==> config.mk <==
export PLATFORM = sky130hd
export DESIGN_NAME = zoned_alarm_ctrl
export DESIGN_NICKNAME = d
export VERILOG_FILES = /design/src/rtl/alarm_pkg.sv /design/src/rtl/delay_timer.sv /design/src/rtl/zoned_alarm_ctrl.sv
export SDC_FILE = /design/constraint.sdc
export NUM_CORES = 1
export LEC_CHECK = 0
export CORE_MARGIN = 1
export CORE_UTILIZATION = 48
export CTS_CLUSTER_SIZE = 12
export DETAILED_ROUTE_END_ITERATION = 16
export PLACE_DENSITY = 0.85
export RECOVER_POWER = 100
export SETUP_SLACK_MARGIN = 0.3
export SYNTH_ARGS = -nofsm -noshare
export SYNTH_HDL_FRONTEND = slang
export SYNTH_SLANG_ARGS = --single-unit
==> constraint.sdc <==
create_clock -name clk -period 2.85 [get_ports clk]
set_input_delay 0.285 -clock clk [delete_from_list [all_inputs] [get_ports clk]]
set_output_delay 0.285 -clock clk [all_outputs]
set_load 0.01 [all_outputs]
==> src/rtl/alarm_pkg.sv <==
// Shared types and helpers for the zoned alarm controller.
// State encodings are fixed because software reads them through the status port.
package alarm_pkg;

  typedef enum logic [2:0] {
    ST_DISARMED = 3'd0,
    ST_EXIT     = 3'd1,
    ST_ARMED    = 3'd2,
    ST_ENTRY    = 3'd3,
    ST_SIREN    = 3'd4
  } alarm_state_t;

  function automatic int max3(input int a, input int b, input int c);
    int m;
    m = (a > b) ? a : b;
    return (m > c) ? m : c;
  endfunction

endpackage

==> src/rtl/delay_timer.sv <==
// Loadable down-counter shared by the exit, entry and siren periods.
// Load wins over decrement; decrement saturates at zero so the count never wraps.
module delay_timer #(
  parameter int W = 4
) (
  input  logic         clk,
  input  logic         rst_n,
  input  logic         load,
  input  logic [W-1:0] load_val,
  input  logic         dec,
  output logic [W-1:0] cnt,
  output logic         zero
);

  logic [W-1:0] cnt_reg;

  always_ff @(posedge clk or negedge rst_n) begin
    if (!rst_n) begin
      cnt_reg <= '0;
    end else if (load) begin
      cnt_reg <= load_val;
    end else if (dec && (cnt_reg != '0)) begin
      cnt_reg <= cnt_reg - W'(1);
    end
  end

  assign cnt  = cnt_reg;
  assign zero = (cnt_reg == '0);

endmodule

==> src/rtl/zoned_alarm_ctrl.sv <==
// Multi-zone alarm controller: exit/entry delays, instant zones, bounded siren
// with automatic re-arm, and sticky per-zone trip latches.
module zoned_alarm_ctrl
  import alarm_pkg::*;
#(
  parameter int                   NUM_ZONES    = 4,
  parameter int                   EXIT_DLY     = 16,
  parameter int                   ENTRY_DLY    = 16,
  parameter int                   SIREN_TIME   = 64,
  parameter logic [NUM_ZONES-1:0] INSTANT_MASK = '0,
  localparam int CNT_W = (max3(EXIT_DLY, ENTRY_DLY, SIREN_TIME) > 1) ?
                         $clog2(max3(EXIT_DLY, ENTRY_DLY, SIREN_TIME)) : 1
) (
  input  logic                 clk,
  input  logic                 rst_n,
  input  logic                 arm,
  input  logic                 disarm,
  input  logic [NUM_ZONES-1:0] zone_in,
  input  logic [NUM_ZONES-1:0] zone_en,
  output logic [2:0]           state,
  output logic                 alarm,
  output logic                 armed,
  output logic [NUM_ZONES-1:0] zone_latch,
  output logic [CNT_W-1:0]     remaining
);

  if (NUM_ZONES < 1 || NUM_ZONES > 8 || EXIT_DLY < 1 || ENTRY_DLY < 1 || SIREN_TIME < 1)
  begin : g_param_check
    $error("zoned_alarm_ctrl: delays must be >= 1 and NUM_ZONES in 1..8");
  end

  localparam logic [CNT_W-1:0] EXIT_LOAD  = CNT_W'(EXIT_DLY - 1);
  localparam logic [CNT_W-1:0] ENTRY_LOAD = CNT_W'(ENTRY_DLY - 1);
  localparam logic [CNT_W-1:0] SIREN_LOAD = CNT_W'(SIREN_TIME - 1);

  alarm_state_t         state_reg, state_next;
  logic                 alarm_reg;
  logic [NUM_ZONES-1:0] zone_latch_reg, zone_latch_next;
  logic [NUM_ZONES-1:0] trip, inst;
  logic                 tmr_load, tmr_dec, tmr_zero;
  logic [CNT_W-1:0]     tmr_load_val, tmr_cnt;

  // A disabled zone is invisible to every state, including the instant path.
  for (genvar gi = 0; gi < NUM_ZONES; gi++) begin : g_trip
    assign trip[gi] = zone_in[gi] & zone_en[gi];
    assign inst[gi] = trip[gi] & INSTANT_MASK[gi];
  end

  delay_timer #(
    .W(CNT_W)
  ) u_timer (
    .clk      (clk),
    .rst_n    (rst_n),
    .load     (tmr_load),
    .load_val (tmr_load_val),
    .dec      (tmr_dec),
    .cnt      (tmr_cnt),
    .zero     (tmr_zero)
  );

  always_ff @(posedge clk or negedge rst_n) begin
    if (!rst_n) begin
      state_reg      <= ST_DISARMED;
      alarm_reg      <= 1'b0;
      zone_latch_reg <= '0;
    end else begin
      state_reg      <= state_next;
      alarm_reg      <= (state_next == ST_SIREN);
      zone_latch_reg <= zone_latch_next;
    end
  end

  always_comb begin
    state_next      = state_reg;
    zone_latch_next = zone_latch_reg;
    tmr_load        = 1'b0;
    tmr_load_val    = '0;
    tmr_dec         = 1'b0;

    if (disarm) begin
      // Loading zero keeps remaining at 0 in DISARMED.
      state_next = ST_DISARMED;
      tmr_load   = 1'b1;
    end else begin
      case (state_reg)
        ST_DISARMED: begin
          if (arm) begin
            state_next      = ST_EXIT;
            tmr_load        = 1'b1;
            tmr_load_val    = EXIT_LOAD;
            zone_latch_next = '0;
          end
        end
        ST_EXIT: begin
          if (tmr_zero) state_next = ST_ARMED;
          else          tmr_dec    = 1'b1;
        end
        ST_ARMED: begin
          zone_latch_next = zone_latch_reg | trip;
          if (inst != '0) begin
            state_next   = ST_SIREN;
            tmr_load     = 1'b1;
            tmr_load_val = SIREN_LOAD;
          end else if (trip != '0) begin
            state_next   = ST_ENTRY;
            tmr_load     = 1'b1;
            tmr_load_val = ENTRY_LOAD;
          end
        end
        ST_ENTRY: begin
          zone_latch_next = zone_latch_reg | trip;
          if ((inst != '0) || tmr_zero) begin
            state_next   = ST_SIREN;
            tmr_load     = 1'b1;
            tmr_load_val = SIREN_LOAD;
          end else begin
            tmr_dec = 1'b1;
          end
        end
        ST_SIREN: begin
          zone_latch_next = zone_latch_reg | trip;
          if (tmr_zero) state_next = ST_ARMED;
          else          tmr_dec    = 1'b1;
        end
        default: begin
          state_next = ST_DISARMED;
          tmr_load   = 1'b1;
        end
      endcase
    end
  end

  assign state      = state_reg;
  assign alarm      = alarm_reg;
  assign armed      = (state_reg == ST_ARMED) || (state_reg == ST_ENTRY) ||
                      (state_reg == ST_SIREN);
  assign zone_latch = zone_latch_reg;
  assign remaining  = tmr_cnt;

endmodule

[Word-level counts from Yosys, hierarchy flattened]
Cells that the tools add are included.
Cells by class
  $add $sub $neg: 1
  multipliers: 0
  div/mod/pow operators: 0
  magnitude comparators: 0
  equal/unequal tests: 6
  shifts and indexed selects: 0
  muxes and demuxes: 23
  bitwise gates (word level): 6
  reductions and logical operators: 13
Operator list (number)
  $mux W6: 4
  $pmux W6 S3: 1
  $mux W3: 5
  $mux W4: 3
  $pmux W3 S4: 1
  $pmux W4 S2: 1
  $mux W1: 7
  $eq A3 B2 Y1 const B: 2
  $eq A3 B3 Y1 const B: 2
  $logic_not A6 Y1: 1
  $reduce_bool A6 Y1: 1
  $reduce_or A3 Y1: 2
  $sub A6 B1 Y6 const B: 1
  $and A1 B1 Y1: 4
  $or A4 B4 Y4: 1
  $pmux W1 S4: 1
  $reduce_bool A2 Y1: 2
  $reduce_bool A4 Y1: 1
  $eq A3 B1 Y1 const B: 1
  $logic_not A3 Y1: 1
  $reduce_and A3 Y1: 1
  $logic_or A1 B1 Y1: 2
  $ne A2 B2 Y1 const B: 1
  $reduce_or A2 Y1: 1
  other kinds (2): 2
Word-level totals
  bits in registers: 14
  latch bits: 0
  RAM bits: 0
  memory bits (read-only): 0
  input bits: 12
  output and inout bits: 15
  word-level logic and storage cells: 53
  memories kept: 0

[Longest topological paths before layout]
Gate-level depths: netlist of the first run.
  depth after elaboration: 7
  gate-level depth with buffers: 6
  mapped depth without buffers: 6

[Modules after synthesis]
From an unflattened synthesis of the first run, not the netlist that was laid out.
Second synthesis, totals
  cell total of the unflattened synthesis: 95
  area total of the unflattened synthesis: 889.6 µm²
Modules (own cells, without submodules)
  zoned_alarm_ctrl: times used 1, cells an instance 51, area each 494.2 µm², seq. area each 200.2 µm²
  delay_timer: times used 1, cells an instance 44, area each 395.4 µm², seq. area each 150.1 µm²

[Least setup slack after synthesis of the first run]
No wires, ideal clock.
  path type: flip-flop to flip-flop
  from: reg u_timer.cnt_reg[0], in the netlist u_timer.cnt[0]
  to: reg u_timer.cnt_reg[1], in the netlist u_timer.cnt[1]
  arrival: 1.538 ns
  data required time: 2.714 ns
  setup slack: 1.176 ns
  stages on the path, launching flop included: 7
  buffers on the path: 0
  cell sequence: dfrtp_1 > inv_1 > ha_1 > or3b_1 > o31a_1 > o211ai_1 > a21oi_1
Between the ends
  cells in the longest elaborated chain, start to end: 6
Ends and longest elaborated chain
  start: declaration: line delay_timer.sv:15  | logic [W-1:0] cnt_reg;
  start signal: assignment: line delay_timer.sv:21  | cnt_reg <= load_val;
  start signal: assignment: line delay_timer.sv:23  | cnt_reg <= cnt_reg - W'(1);
  parallel branches: the longest is 6 deep, another holds $sub A6 B1 Y6
Several ways; the timed one is not identified. The select of a mux whose other input is x is not followed.
A chain may end at the register's enable or synchronous reset.

[Worst setup path in the final report of the first run]
  from: reg state_reg[1], in the netlist state[1]
  to: out armed
Between the ends
  cells in the longest elaborated chain, start to end: 3
Ends and longest elaborated chain
  start: declaration: line zoned_alarm_ctrl.sv:36  | alarm_state_t state_reg, state_next;
  start signal: assignment: line zoned_alarm_ctrl.sv:67  | state_reg <= state_next;
  $eq A3 B2 Y1: line zoned_alarm_ctrl.sv:135  | assign armed = (state_reg == ST_ARMED) || (state_reg == ST_ENTRY) ||
  $logic_or A1 B1 Y1: line zoned_alarm_ctrl.sv:135
  $logic_or A1 B1 Y1 *: line zoned_alarm_ctrl.sv:135
  end: declaration: line zoned_alarm_ctrl.sv:22  | output logic armed,
Mark *: on every way between the ends. The rest lies on a longest branch, timed or not.

==> summary.txt, run 1 <==
Largest register FFs: 6
Synth async-reset ratio: 100.0%
P&R area growth vs syn: 33.09%
Nets: 138
Max-cap violations: 0
Die W: 44.38 um
Register bit total from synthesis: 14
Fmax: 473.7 MHz
DIE HEIGHT: 44.38 um
Rel. slew slack: 59.37%
Measured slew at the worst slew-check pin: 0.6082 ns
Final setup viols: 0
Clk slew on worst S/H paths: 0.08 ns
Initial core utilization: 54.08%
Register area share after synthesis: 40.64%
Max-slew violation count: 0
Avg Vias per Cell: 5.836
Post-CTS Setup Bufs: 0
DRT iter0 DRCs: 21
Worst Clk Skew: 0.002783 ns
IO Count: 27
Net count after synthesis: 110
Flop2flop setup slack: 0.81 ns
Yosys cell types: 39
Syn Area/Cell: 8.980 um^2
H-tree levels: 1
Drt pass-1 iters: 4
Global-route wire length before repair: 3.394 mm
Clock Latency Late Sink: 0.28 ns
Post-route clock period utilization: 74.08%
Vias: 852
Status: finished clean
Root buffer cell: clkbuf_4
PD cells: 540.6 mW/mm^2
DRT Wirelength: 2.091 mm
Setup Total Neg Slack: 0 ns
FF-to-FF path depth: 6
Top cells by area, synth: dfrtp_1, a21oi_1, o21a_1, o21ai_0, nor3_1
Post_cts resized: 0
ANT cells: 0
Wire length per cell: 14.32 um
Layout cell share with drive strength beyond 1: 7.377%
Most used DFF post-synth: dfrtp_1
Final hold slack: 0.4505 ns
Post-synth top area share: 40.64%
Reg2reg end: u_timer.cnt[2]
Worst setup EP type: output port
Maximum vdd drop: 0.4348 mV
# clock sinks: 14
Global Route Usage Sum: 23.78%
Post-synthesis cell count: 96
Total grt overflow: 0
CP Max Fanout: 10
Bufs on Longest Clock Path: 2
Leading area contributor after synthesis: dfrtp_1
DRC: 0
HP Class: input pin to asynchronous set/reset pin
RePlAce Congestion: 0.8689
Number of fill cells in the layout: 131
Setup CP Type: flop to output port
Hold-fix buffers, CTS: 0
Vias in the first global route: 765
CP arrival: 1.83 ns
Reg-to-Reg Start: u_timer.cnt[0]
Routed Antenna Nets: 0
IO buf count: 26
Die area: 0.001970 mm^2
CP startpoint kind: flop
RSZ-0062 raised after global routing: no
Initial antenna violation count: 0
Post-synthesis cell area: 862.1 um^2
Min cycle time layout: 2.111 ns
CTS tree: yes
P_leak: 0.5144 nW
Synth warnings: 0
Core area: 0.001594 mm^2
Area of the multi-input gates: 476.7 um^2
Hpwl dp: 1.598 mm
Final hold viol count: 0
Largest net degree at the start of global routing: 15
Post-synth EDFFs: 0
Num CTS Buffers: 3
Register area: 350.3 um^2
CP required: 2.57 ns
Rows: 14
-- cells in the mapped netlist, types with 2 or more instances --
library cell  number
a21oi_1            8
and2b_2            2
dfrtp_1           14
ha_1               2
inv_1              2
nand2_1            8
nand3_1            3
nand4_1            3
nor2_1             7
nor3_1             6
o211ai_1           2
o21a_1             5
o21ai_0            7
or2_2              2
-- critical path, stage by stage, from the launching register on --
cell and delay [ns]:
dfrtp_1 0.51, and2b_2 0.26, a21o_2 0.18, dlygate4sd3_1 0.60
-- worst max path at each step --
stage                         startpoint             end
after global placement        zone_in[0]  u_timer.cnt[0]
after global routing      u_timer.cnt[0]  u_timer.cnt[4]
after floorplan           u_timer.cnt[0]  u_timer.cnt[1]
after CTS                       state[1]           armed
final                           state[1]           armed
after detailed placement      zone_in[0]  u_timer.cnt[4]
-- layout make-up --
class	count	share of cell area, %
clock buffers	3	1.963
inverters	2	0.6543
multi-input cells	77	41.55
flip-flops and latches	14	30.53
well taps	24	2.617
repair buffers	26	22.68
-- metrics by stage --
stage | util (%) | setup slack, ns | area, um^2 | std cells | power (W)
2_1_floorplan | - | 1.176 | 862.1 | 96 | 0.0004159
3_3_place_gp | 71.04 | 1.059 | 1132 | 143 | 0.0005210
3_5_place_dp | 71.04 | 1.059 | 1132 | 143 | 0.0005262
4_1_cts | 72.45 | 0.8659 | 1155 | 146 | 0.0006338
5_1_grt | 71.98 | 0.6431 | 1147 | 146 | 0.0006600
6_report | 71.98 | 0.7388 | 1147 | 146 | 0.0006203
-- report_power, final --
group,leakage (nW),internal (W),switching (W)
clock,0.0138,0.0000490,0.0000598
combinational,0.315,0.000119,0.000132
sequential,0.186,0.000227,0.0000338
-- metal layers --
layer  GRT usage, %  wire (um)
met1          33.16        952
met2          35.59        984
met3          4.898        129
met4          10.91         25
met5              0          0
-- cell families after synthesis --
| family | count (synthesis) | synth area share, % |
|---|---|---|
| and+or+nand+nor | 42 | 27.43 |
| adders and majority gates | 2 | 2.902 |
| DFF | 14 | 40.64 |
| AOI/OAI and AO/OA | 31 | 23.80 |
| buffers and inverters | 5 | 3.192 |
| xor gates and xnor gates | 2 | 2.032 |
-- layout by cell type, fill, tap and decap left out, drive strengths merged, types with 2 or more instances in the layout --
cell	instances
dfrtp	14
dlygate4sd3	16
nand3	3
nor3	6
ha	2
clkbuf	3
or2	4
o21a	5
nand2	8
and2b	2
a21oi	8
nand4	4
and2	2
clkdlybuf4s50	10
o21ai	7
nor2	7
o211ai	2
inv	2
(Power assumes the default switching activity.)
==> inputs of run 2 (changes only) <==
--- a/config.mk
+++ b/config.mk
@@ -6,10 +6,10 @@
 export NUM_CORES = 1
 export LEC_CHECK = 0
 export CORE_MARGIN = 1
-export CORE_UTILIZATION = 48
+export CORE_UTILIZATION = 45
 export CTS_CLUSTER_SIZE = 12
 export DETAILED_ROUTE_END_ITERATION = 16
-export PLACE_DENSITY = 0.85
+export PLACE_DENSITY = 0.81
 export RECOVER_POWER = 100
 export SETUP_SLACK_MARGIN = 0.3
 export SYNTH_ARGS = -nofsm -noshare
==> constraint.sdc (replaced) <==
create_clock -name clk -period 2.1 [get_ports clk]
set_input_delay 0.21 -clock clk [delete_from_list [all_inputs] [get_ports clk]]
set_output_delay 0.21 -clock clk [all_outputs]
set_load 0.01 [all_outputs]
==> run 2 against run 1 <==
  * First-iteration DRC count is 52% higher
  * Clock power grew 73%
  * Register-to-register slack got worse by 0.51 ns
  * Power rose by 50%
  * Combinational power grew 59%
  * Via count rose by 4.7%
  * Setup slack worse by 0.46 ns
  * Sequential cell count unchanged
  * Sequential share of layout area decreased by 1.8 points
  * Die area increased by 6.4%
  * Global-route usage fell by 0.62 points
  * Critical path type unchanged
  * Largest cell class unchanged
==> summary.txt, run 2 (synthesis results as in run 1) <==
Status: finished clean (unchanged)
DRT Wirelength: 2.196 mm (was 2.091 mm)
# clock sinks: 14 (unchanged)
Min cycle time layout: 1.823 ns
Nets: 146 (was 138)
P_leak: 0.5524 nW (was 0.5144 nW)
CP Max Fanout: 9 (was 10)
Setup CP Type: flop to output port (unchanged)
Pre-CTS setup slack: 0.3056 ns (was 1.059 ns)
ANT cells: 0 (unchanged)
Rel. slew slack: 58.20% (was 59.37%)
Avg Vias per Cell: 5.718 (was 5.836)
Initial core utilization: 48.87% (was 54.08%)
Wire length per cell: 14.08 um (was 14.32 um)
DIE HEIGHT: 45.77 um (was 44.38 um)
Setup Total Neg Slack: 0 ns (unchanged)
Bufs on Longest Clock Path: 2 (unchanged)
P&R area growth vs syn: 42.53% (was 33.09%)
Die area: 0.002095 mm^2 (was 0.001970 mm^2)
Total grt overflow: 0 (unchanged)
Largest register FFs: 6 (unchanged)
Maximum vdd drop: 0.4860 mV (was 0.4348 mV)
Clk slew on worst S/H paths: 0.08 ns (about the same)
Measured slew at the worst slew-check pin: 0.6249 ns (was 0.6082 ns)
Global-route wire length before repair: 3.429 mm (was 3.394 mm)
Drt pass-1 iters: 4 (unchanged)
Final hold viol count: 0 (unchanged)
DRC: 0 (unchanged)
IO buf count: 26 (unchanged)
Worst Clk Skew: 0.002142 ns (was 0.002783 ns)
Slowest CP cell: dlygate4sd3_1 (unchanged)
IO Count: 27 (unchanged)
Initial antenna violation count: 0 (unchanged)
Slowest Stage Delay on Critical Path: 0.66 ns (was 0.60 ns)
Rows: 15 (was 14)
DRT iter0 DRCs: 32 (was 21)
Worst setup EP type: output port (unchanged)
CP arrival: 1.61 ns (was 1.83 ns)
RSZ-0062 raised after global routing: no (unchanged)
PD cells: 759.1 mW/mm^2 (was 540.6 mW/mm^2)
Hpwl dp: 1.555 mm (was 1.598 mm)
Num CTS Buffers: 3 (unchanged)
Number of fill cells in the layout: 153 (was 131)
Final cell count without fillers: 156 (was 146)
CP startpoint kind: flop (unchanged)
CTS tree: yes (unchanged)
Placed insts: 145 (was 143)
Layout cell share with drive strength beyond 1: 17.56% (was 7.377%)
H-tree levels: 1 (unchanged)
Global Route Usage Sum: 23.16% (was 23.78%)
Final hold slack: 0.3842 ns (was 0.4505 ns)
Most frequent cells in the layout: dlygate4sd3_1, dfrtp_1, clkdlybuf4s50_1 (unchanged)
Vias: 892 (was 852)
Max-slew violation count: 0 (unchanged)
Total power: 0.0009327 W (was 0.0006203 W)
Routed Antenna Nets: 0 (unchanged)
Final setup viols: 0 (unchanged)
Die W: 45.77 um (was 44.38 um)
CP Cell Sequence: clkbuf_1, dlygate4sd3_1 (was and2b_2, a21o_2, dlygate4sd3_1)
Post-route clock period utilization: 86.82%
RePlAce Congestion: 0.8763 (was 0.8689)
Vias in the first global route: 777 (was 765)
Commonest non-fill, non-tap cell in the layout: dlygate4sd3_1 (unchanged)
Root buffer cell: clkbuf_4 (unchanged)
Largest net degree at the start of global routing: 15 (unchanged)
Clock Latency Late Sink: 0.28 ns (about the same)
HP Class: input pin to asynchronous set/reset pin (unchanged)
Max-cap violations: 0 (unchanged)
Core area: 0.001764 mm^2 (was 0.001594 mm^2)
Worst setup margin: 0.2767 ns (was 0.7388 ns)
CP required: 1.89 ns (was 2.57 ns)
Fmax: 548.5 MHz
[run 2: changes by cell type in the layout (fill, tap and decap cells not counted), moves of 2 or more]
cell,previous run,this run
buf_4,0,7
dlygate4sd3_1,16,14
dfrtp_2,0,2
dfrtp_1,14,12
[run 2: timing repair]
action / CTS / global route
setup endpoints to repair: 2 / 6
hold endpoints to repair: 0 / 0
resized for setup: 4 / 4
pin swaps: 0 / 1
setup buffers: 2 / 5
hold buffers: 0 / 0
[run 2: cell type report]
cell class                 count  area (um^2)  area share [%]
inverter                       2        7.507          0.6110
sequential                    14        352.8           28.72
multi-input combinational     77        484.2           39.41
timing repair buffer          34        316.6           25.76
tap                           25        31.28           2.546
clock buffer                   4        36.28           2.953
[run 2: path summary, 6_finish.rpt]
| check | from | end | slack (ns) | cells past startpoint |
|---|---|---|---|---|
| max | state[2] | state[2] | 0.28 | 2 |
| min | rst_n | u_timer.cnt[2] | 0.38 | 1 |
| max reg2reg | u_timer.cnt[0] | u_timer.cnt[4] | 0.30 | 6 |
| min reg2reg | zone_latch[1] | zone_latch[1] | 0.49 | 1 |
| max in group asynchronous | rst_n | state[1] | 1.28 | 1 |
| min in group clk | zone_latch[1] | zone_latch[1] | 0.49 | 1 |
[run 2: metal layers]
layer	up-vias	share of wire (%)	routed length, um	track usage, %
met3	4	7.0	153	7.540
li1	429	-	-	-
met5	-	0	0	0
met4	0	0.59	13	8.235
met1	421	44	970	29.35
met2	38	48	1060	36.86
[run 2: power breakdown]
part	internal (W)	switching, W
clock network	0.000105	0.0000834
registers	0.000308	0.0000375
logic	0.000200	0.000197
[run 2: critical path, delay by kind of cell, from the launching register on]
kind | cells | cell delay (ns)
buffers and inverters | 2 | 0.97
flip-flops | 1 | 0.36
[run 2: per-stage QoR]
step                util, %  cell area (um^2)
finish                69.65              1229
CTS                   68.01              1200
detailed placement    64.68              1141
floorplan                 -             862.1
global route          69.65              1229
global placement      64.68              1141
==> inputs of run 3 (changes only) <==
--- a/config.mk
+++ b/config.mk
@@ -5,11 +5,13 @@
 export SDC_FILE = /design/constraint.sdc
 export NUM_CORES = 1
 export LEC_CHECK = 0
+export CELL_PAD_IN_SITES_DETAIL_PLACEMENT = 1
+export CELL_PAD_IN_SITES_GLOBAL_PLACEMENT = 2
 export CORE_MARGIN = 1
-export CORE_UTILIZATION = 45
+export CORE_UTILIZATION = 26
 export CTS_CLUSTER_SIZE = 12
 export DETAILED_ROUTE_END_ITERATION = 16
-export PLACE_DENSITY = 0.81
+export PLACE_DENSITY = 0.8
 export RECOVER_POWER = 100
 export SETUP_SLACK_MARGIN = 0.3
 export SYNTH_ARGS = -nofsm -noshare
==> run 3 against run 2 <==
  * Setup slack better by 0.00075 ns
  * Non-clock buffer count is 2 lower
  * Sequential power is 2% higher
  * Via count is 0.67% lower
  * Critical endpoint unchanged
==> summary.txt, run 3 (synthesis results as in run 1) <==
Status: finished clean (unchanged)
Bufs on Longest Clock Path: 2 (unchanged)
P_leak: 0.5538 nW (was 0.5524 nW)
IO Count: 27 (unchanged)
DRT Wirelength: 2.493 mm (was 2.196 mm)
Wire length per cell: 14.49 um (was 14.08 um)
Global-route wire length before repair: 4.264 mm (was 3.429 mm)
Maximum vdd drop: 0.2470 mV (was 0.4860 mV)
CP arrival: 1.61 ns (about the same)
Reg-to-Reg Start: state[2] (was u_timer.cnt[0])
PD cells: 723.0 mW/mm^2 (was 759.1 mW/mm^2)
Vias in the first global route: 928 (was 777)
Setup Total Neg Slack: 0 ns (unchanged)
Clk slew on worst S/H paths: 0.08 ns (about the same)
CP bufs+invs: 2 (unchanged)
Gr busiest metal: met2 (unchanged)
RePlAce Congestion: 0.8388 (was 0.8763)
Die area: 0.003550 mm^2 (was 0.002095 mm^2)
H-tree levels: 1 (unchanged)
Routed Antenna Nets: 0 (unchanged)
DRC: 0 (unchanged)
Measured slew at the worst slew-check pin: 0.6575 ns (was 0.6249 ns)
Total power: 0.0008947 W (was 0.0009327 W)
Placement Cell Area: 0.001172 mm^2 (was 0.001141 mm^2)
Hold-fix buffers, CTS: 0 (unchanged)
Hpwl dp: 1.895 mm (was 1.555 mm)
Max-cap violations: 0 (unchanged)
FF-to-FF path depth: 5 (was 6)
Largest net degree at the start of global routing: 15 (unchanged)
# clock sinks: 14 (unchanged)
Commonest non-fill, non-tap cell in the layout: dlygate4sd3_1 (unchanged)
Placed insts: 165 (was 145)
CP startpoint kind: flop (unchanged)
Met2 usage: 27.45% (was 36.86%)
P&R area growth vs syn: 43.54% (was 42.53%)
Flop2flop setup slack: 0.30 ns (about the same)
Worst Clk Skew: 0.001687 ns (was 0.002142 ns)
Worst setup EP type: output port (unchanged)
DRT iter0 DRCs: 35 (was 32)
Initial core utilization: 27.78% (was 48.87%)
Final hold viol count: 0 (unchanged)
Slowest CP cell: dlygate4sd3_1 (unchanged)
Nets: 144 (was 146)
Rows: 20 (was 15)
Post-route clock period utilization: 86.79% (was 86.82%)
Max-slew violation count: 0 (unchanged)
Most frequent cells in the layout: dlygate4sd3_1, dfrtp_1, clkdlybuf4s50_1 (unchanged)
Final setup viols: 0 (unchanged)
Num CTS Buffers: 3 (unchanged)
Rel. slew slack: 56.02% (was 58.20%)
CP Cell Sequence: clkbuf_1, dlygate4sd3_1 (unchanged)
Vias: 886 (was 892)
RSZ-0062 raised after global routing: no (unchanged)
Min cycle time layout: 1.823 ns (about the same)
Slowest Stage Delay on Critical Path: 0.66 ns (about the same)
Core area: 0.003103 mm^2 (was 0.001764 mm^2)
CP required: 1.89 ns (about the same)
CP Max Fanout: 9 (unchanged)
Fmax: 548.7 MHz (was 548.5 MHz)
Setup CP Type: flop to output port (unchanged)
Total grt overflow: 0 (unchanged)
HP Class: input pin to asynchronous set/reset pin (unchanged)
Layout cell share with drive strength beyond 1: 14.06% (was 17.56%)
Final non-filler cell area: 0.001237 mm^2 (was 0.001229 mm^2)
Die W: 59.58 um (was 45.77 um)
Largest register FFs: 6 (unchanged)
Root buffer cell: clkbuf_4 (unchanged)
Reg2reg end: u_timer.cnt[1] (was u_timer.cnt[4])
Clock Latency Late Sink: 0.28 ns (about the same)
Met1 Track Usage GR: 21.22% (was 29.35%)
Met3 usage: 2.838% (was 7.540%)
Global Route Usage Sum: 16.43% (was 23.16%)
Initial antenna violation count: 0 (unchanged)
Avg Vias per Cell: 5.151 (was 5.718)
Drt pass-1 iters: 4 (unchanged)
DIE HEIGHT: 59.58 um (was 45.77 um)
Final cell count without fillers: 172 (was 156)
CTS tree: yes (unchanged)
IO buf count: 26 (unchanged)
ANT cells: 0 (unchanged)
CP delay by family, top: buffers and inverters (unchanged)
==> run 3: how the worst max path moves through the flow <==
| stage | start | cells past startpoint | slack, ns | end |
|---|---|---|---|---|
| floorplan | u_timer.cnt[0] | 6 | 0.43 | u_timer.cnt[1] |
| global placement | u_timer.cnt[0] | 6 | 0.32 | u_timer.cnt[1] |
| detailed placement | u_timer.cnt[0] | 6 | 0.28 | u_timer.cnt[1] |
| CTS | state[0] | 3 | 0.29 | armed |
| global route | state[2] | 5 | 0.19 | u_timer.cnt[2] |
| finish | state[2] | 2 | 0.28 | state[2] |
==> run 3: stage by stage <==
stage,worst slack [ns],hold slack (ns),util (%)
2_1_floorplan,0.4263,-0.08559,-
3_3_place_gp,0.3188,0.4742,37.78
3_5_place_dp,0.2817,0.4865,37.78
4_1_cts,0.2917,0.3512,39.35
5_1_grt,0.1912,0.4451,39.88
6_report,0.2774,0.3974,39.88
==> run 3: layout make-up <==
class / count / area [um^2]
timing repair buffer: 32 / 300.3
clock buffer: 3 / 22.52
tap: 44 / 55.05
inverter: 2 / 7.507
sequential: 14 / 351.6
multi-input combinational: 77 / 500.5
fill: 383 / 1866
==> run 3: per-layer routing <==
metal | vias to the layer above | share of wire, %
li1 | 422 | -
met1 | 436 | 45
met2 | 24 | 49
met3 | 4 | 4.5
met4 | 0 | 0.80
met5 | - | 0
==> run 3: timing repair <==
item / in CTS / in global routing
setup endpoints to repair: 4 / 6
buffers inserted: 2 / 2
pin swaps: 0 / 2
resized for setup: 7 / 4
==> run 3: report_power, final <==
| part | internal (W) | switching [W] | leakage, nW |
|---|---|---|---|
| Combinational | 0.000193 | 0.000196 | 0.356 |
| Clock | 0.0000665 | 0.0000864 | 0.0138 |
| Sequential | 0.000308 | 0.0000455 | 0.184 |
| Total | 0.000567 | 0.000328 | 0.554 |
